### src/rtl/alu_arbiter_rr.sv
// alu_arbiter_rr: two-port round-robin front end for a single shared ALU.
// Each requester uses a valid/ready request channel and a valid/ready
// response channel. A transfer happens on a rising edge where both valid
// and ready are high; the sender holds its payload stable until then and
// may withdraw valid before acceptance. ALU inputs come from registers so
// the ALU sees stable operands for the whole EXEC phase. Multiply gets
// MUL_WAIT extra cycles to settle.
module alu_arbiter_rr #(
    parameter int WIDTH    = 16,
    parameter int MUL_WAIT = 2
) (
    input  logic             clk,
    input  logic             reset,
    input  logic             r0_valid,
    output logic             r0_ready,
    input  logic [1:0]       r0_opcode,
    input  logic [4:0]       r0_funksioni,
    input  logic [WIDTH-1:0] r0_a,
    input  logic [WIDTH-1:0] r0_b,
    output logic             r0_rvalid,
    input  logic             r0_rready,
    output logic [WIDTH-1:0] r0_rezultati,
    output logic             r0_cout,
    input  logic             r1_valid,
    output logic             r1_ready,
    input  logic [1:0]       r1_opcode,
    input  logic [4:0]       r1_funksioni,
    input  logic [WIDTH-1:0] r1_a,
    input  logic [WIDTH-1:0] r1_b,
    output logic             r1_rvalid,
    input  logic             r1_rready,
    output logic [WIDTH-1:0] r1_rezultati,
    output logic             r1_cout,
    output logic [1:0]       alu_opcode,
    output logic [4:0]       alu_funksioni,
    output logic [WIDTH-1:0] alu_a,
    output logic [WIDTH-1:0] alu_b,
    input  logic [WIDTH-1:0] alu_rezultati,
    input  logic             alu_cout,
    output logic             busy,
    output logic             grant_id
);

    localparam int CW = (MUL_WAIT > 0) ? $clog2(MUL_WAIT + 1) : 1;

    typedef enum logic [1:0] {IDLE, EXEC, RESP} state_t;

    state_t           state;
    state_t           state_next;
    logic             last_grant;
    logic             sel;
    logic             in_idle;
    logic             accept;
    logic             is_mul;
    logic             resp_taken;
    logic [CW-1:0]    wait_cnt;
    logic [WIDTH-1:0] result;
    logic             result_cout;
    logic [1:0]       req_opcode;
    logic [4:0]       req_funksioni;
    logic [WIDTH-1:0] req_a;
    logic [WIDTH-1:0] req_b;

    // Round-robin pick: a lone requester wins, a tie goes to the one not served last.
    always_comb begin
        sel = 1'b0;
        if (r0_valid && !r1_valid) begin
            sel = 1'b0;
        end else if (r1_valid && !r0_valid) begin
            sel = 1'b1;
        end else if (r0_valid && r1_valid) begin
            sel = ~last_grant;
        end
    end

    // Ready is withheld during reset so nothing is accepted on the reset edge.
    assign in_idle  = (state == IDLE) && !reset;
    assign r0_ready = in_idle && r0_valid && !sel;
    assign r1_ready = in_idle && r1_valid && sel;
    assign accept   = (r0_valid && r0_ready) || (r1_valid && r1_ready);

    assign req_opcode    = sel ? r1_opcode    : r0_opcode;
    assign req_funksioni = sel ? r1_funksioni : r0_funksioni;
    assign req_a         = sel ? r1_a         : r0_a;
    assign req_b         = sel ? r1_b         : r0_b;
    assign is_mul        = (req_opcode == 2'b00) && (req_funksioni == 5'b10000);

    assign resp_taken = grant_id ? r1_rready : r0_rready;

    // State register.
    always_ff @(posedge clk) begin
        if (reset) begin
            state <= IDLE;
        end else begin
            state <= state_next;
        end
    end

    // Next-state logic: accept in IDLE, wait out the count in EXEC, hand off in RESP.
    always_comb begin
        state_next = state;
        case (state)
            IDLE: if (accept) state_next = EXEC;
            EXEC: if (wait_cnt == '0) state_next = RESP;
            RESP: if (resp_taken) state_next = IDLE;
            default: state_next = IDLE;
        endcase
    end

    // Operand latch, grant bookkeeping, settle counter and result capture.
    always_ff @(posedge clk) begin
        if (reset) begin
            last_grant    <= 1'b1;
            grant_id      <= 1'b0;
            wait_cnt      <= '0;
            alu_opcode    <= '0;
            alu_funksioni <= '0;
            alu_a         <= '0;
            alu_b         <= '0;
            result        <= '0;
            result_cout   <= 1'b0;
        end else begin
            if (accept) begin
                alu_opcode    <= req_opcode;
                alu_funksioni <= req_funksioni;
                alu_a         <= req_a;
                alu_b         <= req_b;
                grant_id      <= sel;
                last_grant    <= sel;
                wait_cnt      <= is_mul ? CW'(MUL_WAIT) : '0;
            end
            if (state == EXEC) begin
                if (wait_cnt != '0) begin
                    wait_cnt <= wait_cnt - CW'(1);
                end else begin
                    result      <= alu_rezultati;
                    result_cout <= alu_cout;
                end
            end
        end
    end

    assign r0_rvalid    = (state == RESP) && !grant_id && !reset;
    assign r1_rvalid    = (state == RESP) &&  grant_id && !reset;
    assign r0_rezultati = result;
    assign r1_rezultati = result;
    assign r0_cout      = result_cout;
    assign r1_cout      = result_cout;
    assign busy         = (state != IDLE);

endmodule
### config.mk
export PLATFORM = sky130hd
export DESIGN_NAME = alu_arbiter_rr
export DESIGN_NICKNAME = d
export VERILOG_FILES = /design/src/rtl/alu_arbiter_rr.sv
export SDC_FILE = /design/constraint.sdc
export NUM_CORES = 1
export LEC_CHECK = 0
export ABC_AREA = 1
export BUFFER_PORTS_ARGS = -buffer_cell sky130_fd_sc_hd__buf_2
export CORE_UTILIZATION = 42
export DETAILED_ROUTE_END_ITERATION = 16
export PLACE_DENSITY = 0.88
export SYNTH_ARGS = -nofsm -noshare
export SYNTH_HDL_FRONTEND = slang
export SYNTH_SLANG_ARGS = --single-unit
### constraint.sdc
create_clock -name clk -period 1.7 [get_ports clk]
set_input_delay 0.085 -clock clk [delete_from_list [all_inputs] [get_ports clk]]
set_output_delay 0.085 -clock clk [all_outputs]
set_load 0.03 [all_outputs]
=== After elaboration in Yosys (flattened, before gate mapping) ===
Cells that the tools add are included.
Widths: inputs -> output; s select.

* Register bits after elaboration: 62
* Latch bits: 0
* Memory bits (writable): 0
* ROM bits: 0
* Input bits: 101
* Output and inout port bits: 79
* Word-level logic and storage cells: 63
* Memories kept: 0

* $add $sub $neg: 1
* Multipliers: 0
* Div/mod/pow operators: 0
* Order comparisons: 0
* Equal/unequal tests: 6
* Shifts and indexed selects: 0
* Mux-type cells: 16
* Bitwise gates (word level): 2
* Reductions and logical operators: 28

{| class="wikitable"
|+ Operators with widths
! cell !! number
|-
| $mux 16 || 2
|-
| $mux 2 || 8
|-
| $logic_and 1x1->1 || 15
|-
| $logic_not 2->1 || 3
|-
| $ne 2x2->1 const B || 3
|-
| $pmux 2 s3 || 1
|-
| $eq 5x5->1 const B || 1
|-
| $logic_not 1->1 || 5
|-
| $mux 5 || 1
|-
| $mux 1 || 4
|-
| $reduce_bool 2->1 || 2
|-
| $reduce_and 3->1 || 1
|-
| $eq 2x1->1 const B || 1
|-
| $eq 2x2->1 const B || 1
|-
| $not 1->1 || 2
|-
| $reduce_and 2->1 || 1
|-
| $sub 2x1->2 const B || 1
|-
| $logic_or 1x1->1 || 1
|}

=== Depth between registers and ports, before layout ===
* Depth in word-level cells: 11
* Depth in mapped cells: 11
* Depth with buffers taken out: 11

=== Worst setup path after synthesis ===
Ideal clock, no wire load.

* Path kind: reg-to-output
* Start: reg grant_id
* End: out r0_rvalid
* Data arrival time: 1.448 ns
* Data required time: 1.615 ns
* Slack: 0.167 ns
* Cell stages (with the launch flop): 2
* Path buffers: 0
* Cells stage by stage: dfxtp_1 -> nor4_1

* Word-level cells in the longest chain between the ends: 3

{| class="wikitable"
|+ RTL lines
! element !! RTL line !! text
|-
| from (decl) || 41 || <nowiki>output logic grant_id</nowiki>
|-
| from (signal assigned) || 128 || <nowiki>grant_id <= sel;</nowiki>
|-
| $logic_not 1->1 || 143 || <nowiki>assign r0_rvalid = (state == RESP) && !grant_id && !reset;</nowiki>
|-
| $logic_and 1x1->1 (2 in a row) || 143 ||
|-
| to (decl) || 20 || <nowiki>output logic r0_rvalid,</nowiki>
|}

Every way passes these cells.

=== Worst setup path in the final report ===
* Start: reg last_grant
* End: out r0_ready

* Word-level cells in the longest chain between the ends: 6

{| class="wikitable"
|+ RTL lines
! element !! RTL line !! text
|-
| from (decl) || 50 || <nowiki>logic last_grant;</nowiki>
|-
| from (signal assigned) || 129 || <nowiki>last_grant <= sel;</nowiki>
|-
| $not 1->1 || 72 || <nowiki>sel = ~last_grant;</nowiki>
|-
| $mux 1 || 71 || <nowiki>end else if (r0_valid && r1_valid) begin</nowiki>
|-
| $mux 1 || 69 || <nowiki>end else if (r1_valid && !r0_valid) begin</nowiki>
|-
| $mux 1 || 67 || <nowiki>if (r0_valid && !r1_valid) begin</nowiki>
|-
| $logic_not 1->1 || 78 || <nowiki>assign r0_ready = in_idle && r0_valid && !sel;</nowiki>
|-
| $logic_and 1x1->1 || 78 ||
|-
| to (decl) || 15 || <nowiki>output logic r0_ready,</nowiki>
|}

Every way passes these cells.

==> flow_summary.ini <==
[drt]
antenna_left = 0
vias = 3080
first_iter_violations = 117
routed_wl_um = 7480
drc = 0
wl_per_cell_um = 12.0
dr.pass1.iters = 4
vias_per_cell = 4.92

[layout]
design_area_mm2 = 0.00393
drive_above_1_share = 0.386
final_nets = 647
diodes = 0
area.growth.synth_to_final_pct = 41.8

[power_and_ir_drop]
powerDensity_mw_per_mm2 = 975
irDropWorstVdd_mv = 0.551
cellLeakagePower_nw = 2.09

[global_routing]
antenna_found_initial = 0
grt_overflow = 0
grtUsageTotal = 0.223
grt_pass1_wl_um = 12600
grt_max_degree = 59
grt_pass1_vias = 2848

[setup_path]
setup.worst_path.end_class = primary output
setup.worst_path.class = reg2out
crit_required_ns = 1.62
cp_max_fo = 18
arrival_ns = 1.49
cp-start-kind = register

[yosys]
yosys.area_share.simple = 0.228
synth_top_family_by_area = simple AND/OR/NAND/NOR gates
syn_area_mm2 = 0.00277
syn_avg_cell_area_um2 = 7.38
ys_warn_count = 0
synth-seq-cells = 62
synth_nets = 476
syn_inst = 375
synthMuxAreaShare = 0
synth_cell_types = 23
synthXorXnorAreaFrac = 0
synth-compound-area-share = 0.203
synthAdderAreaFrac = 0
ys_seq_area_frac = 0.448

[timing]
setup_viol_count_final = 0
setup_slack_ns = 0.120
rsz0062_at_grt = false
hold_violations = 0
fin_hold_ws_ns = 0.0101
fmax_mhz = 633
min_period_ns = 1.58
slew_viol_final = 0
finalClockSkew_ns = 0.00732
worstMarginPinSlew_ns = 0.479
slew_headroom = 0.680
setup_tns_ns = 0
fin_crit_sh = 0.929

[die]
die_w_um = 83.2
ios = 180
core-area_mm2 = 0.00635
start_util = 0.436
rows = 29
die_h_um = 83.2
die-area_mm2 = 0.00692

[clock_tree]
cts_inserted_buffers = 9
ctsHtreeMaxLevel = 3
clock_path_buffers = 2
cts_root_buf = clkbuf_8
insertion_delay_ns = 0.32
clock_sinks = 62
clk_pin_slew_ns = 0.07
cts_tree = done

[run_status]
outcome = finished, final reports clean

[placed_design]
gp_congestion = 0.778
hpwl_um = 5270
portBuffers = 179
placed_cell_area_mm2 = 0.00357
place_ws_ns = 0.184

[hold_path]
worst_hold_path_type = in2reg

[job]
drv_cap = 0
## through the flow
step / total power [mW] / instances / utilization
3_5_place_dp: 2.60 / 597 / 0.563
4_1_cts: 3.87 / 626 / 0.617
2_1_floorplan: 2.31 / 375 / -
3_3_place_gp: 2.58 / 597 / 0.563
6_report: 3.83 / 626 / 0.618
5_1_grt: 4.04 / 626 / 0.618
## sequential cells by signal, indices dropped and copies added, names as in the netlist
| name | flops |
|---|---|
| alu_a | 16 |
| alu_b | 16 |
| r0_rezultati | 16 |
| alu_funksioni | 5 |
| alu_opcode | 2 |
| state | 2 |
| wait_cnt | 2 |
| grant_id | 1 |
| last_grant | 1 |
| r0_cout | 1 |
## what timing repair did
item,in CTS,in global routing
endpoints found under the hold margin,15,0
setup endpoints to repair,0,1
hold buffers,15,0
gates resized for setup,0,1
buffers inserted,0,0
## cells in the final DEF, fill, tap and decap left out, drive strengths merged
cell,instances
a21oi,10
nor4,2
nand2,95
dlygate4sd3,15
inv,20
a31oi,34
clkbuf,14
buf,185
nand3,5
dfxtp,62
nor2,46
o21ai,57
nand3b,4
## synthesized netlist by cell type, drive strengths merged
cell type | instances | area, um2
nand2 | 95 | 369
dfxtp | 62 | 1240
o21ai | 57 | 285
nor2 | 46 | 183
buf | 36 | 241
a31oi | 34 | 213
inv | 20 | 75.1
a21oi | 10 | 65.1
nand3 | 5 | 37.5
clkbuf | 4 | 15.0
nand3b | 4 | 30.0
nor4 | 2 | 12.5
## kinds of logic (layout without fill, tap and decap cells)
family | Yosys count | in the layout
AND/OR/NAND/NOR | 152 | 152
AO/OA/AOI/OAI | 101 | 101
flip-flops | 62 | 62
buffers and inverters | 60 | 234
## path summary, 6_finish.rpt
check	startpoint	to	slack, ns	cells past startpoint
min reg2reg	alu_funksioni[4]	alu_funksioni[4]	0.48	2
max reg2reg	last_grant	alu_a[8]	0.20	6
min	alu_rezultati[4]	r0_rezultati[4]	0.01	3
max	last_grant	r0_ready	0.12	5
## power by group
group | total, mW | internal (mW) | switching [mW]
combinational | 0.958 | 0.329 | 0.629
sequential | 1.64 | 1.58 | 0.0640
clock | 1.23 | 0.714 | 0.516
total | 3.83 | 2.62 | 1.21
## routing by layer
layer	track usage	wire length [um]	vias up
li1	-	-	1562
met1	0.258	3120	1365
met2	0.391	3740	140
met3	0.0547	484	13
met4	0.0972	138	0
met5	0	0	-
## cell type report
| cell class | count | area [um2] |
|---|---|---|
| multi-input combinational | 253 | 1200 |
| timing repair buffer | 200 | 1120 |
| fill | 570 | 2420 |
| tap | 77 | 96.3 |
| sequential | 62 | 1240 |
| inverter | 20 | 75.1 |
| clock buffer | 14 | 193 |
## critical path, stage by stage, from the launching register on
cell and delay (ns):
dfxtp_1 0.34, nand2_2 0.13, nand2_8 0.16, inv_2 0.15, nor2_1 0.16, buf_2 0.23
Note: power is estimated with default switching activity, not from simulation.
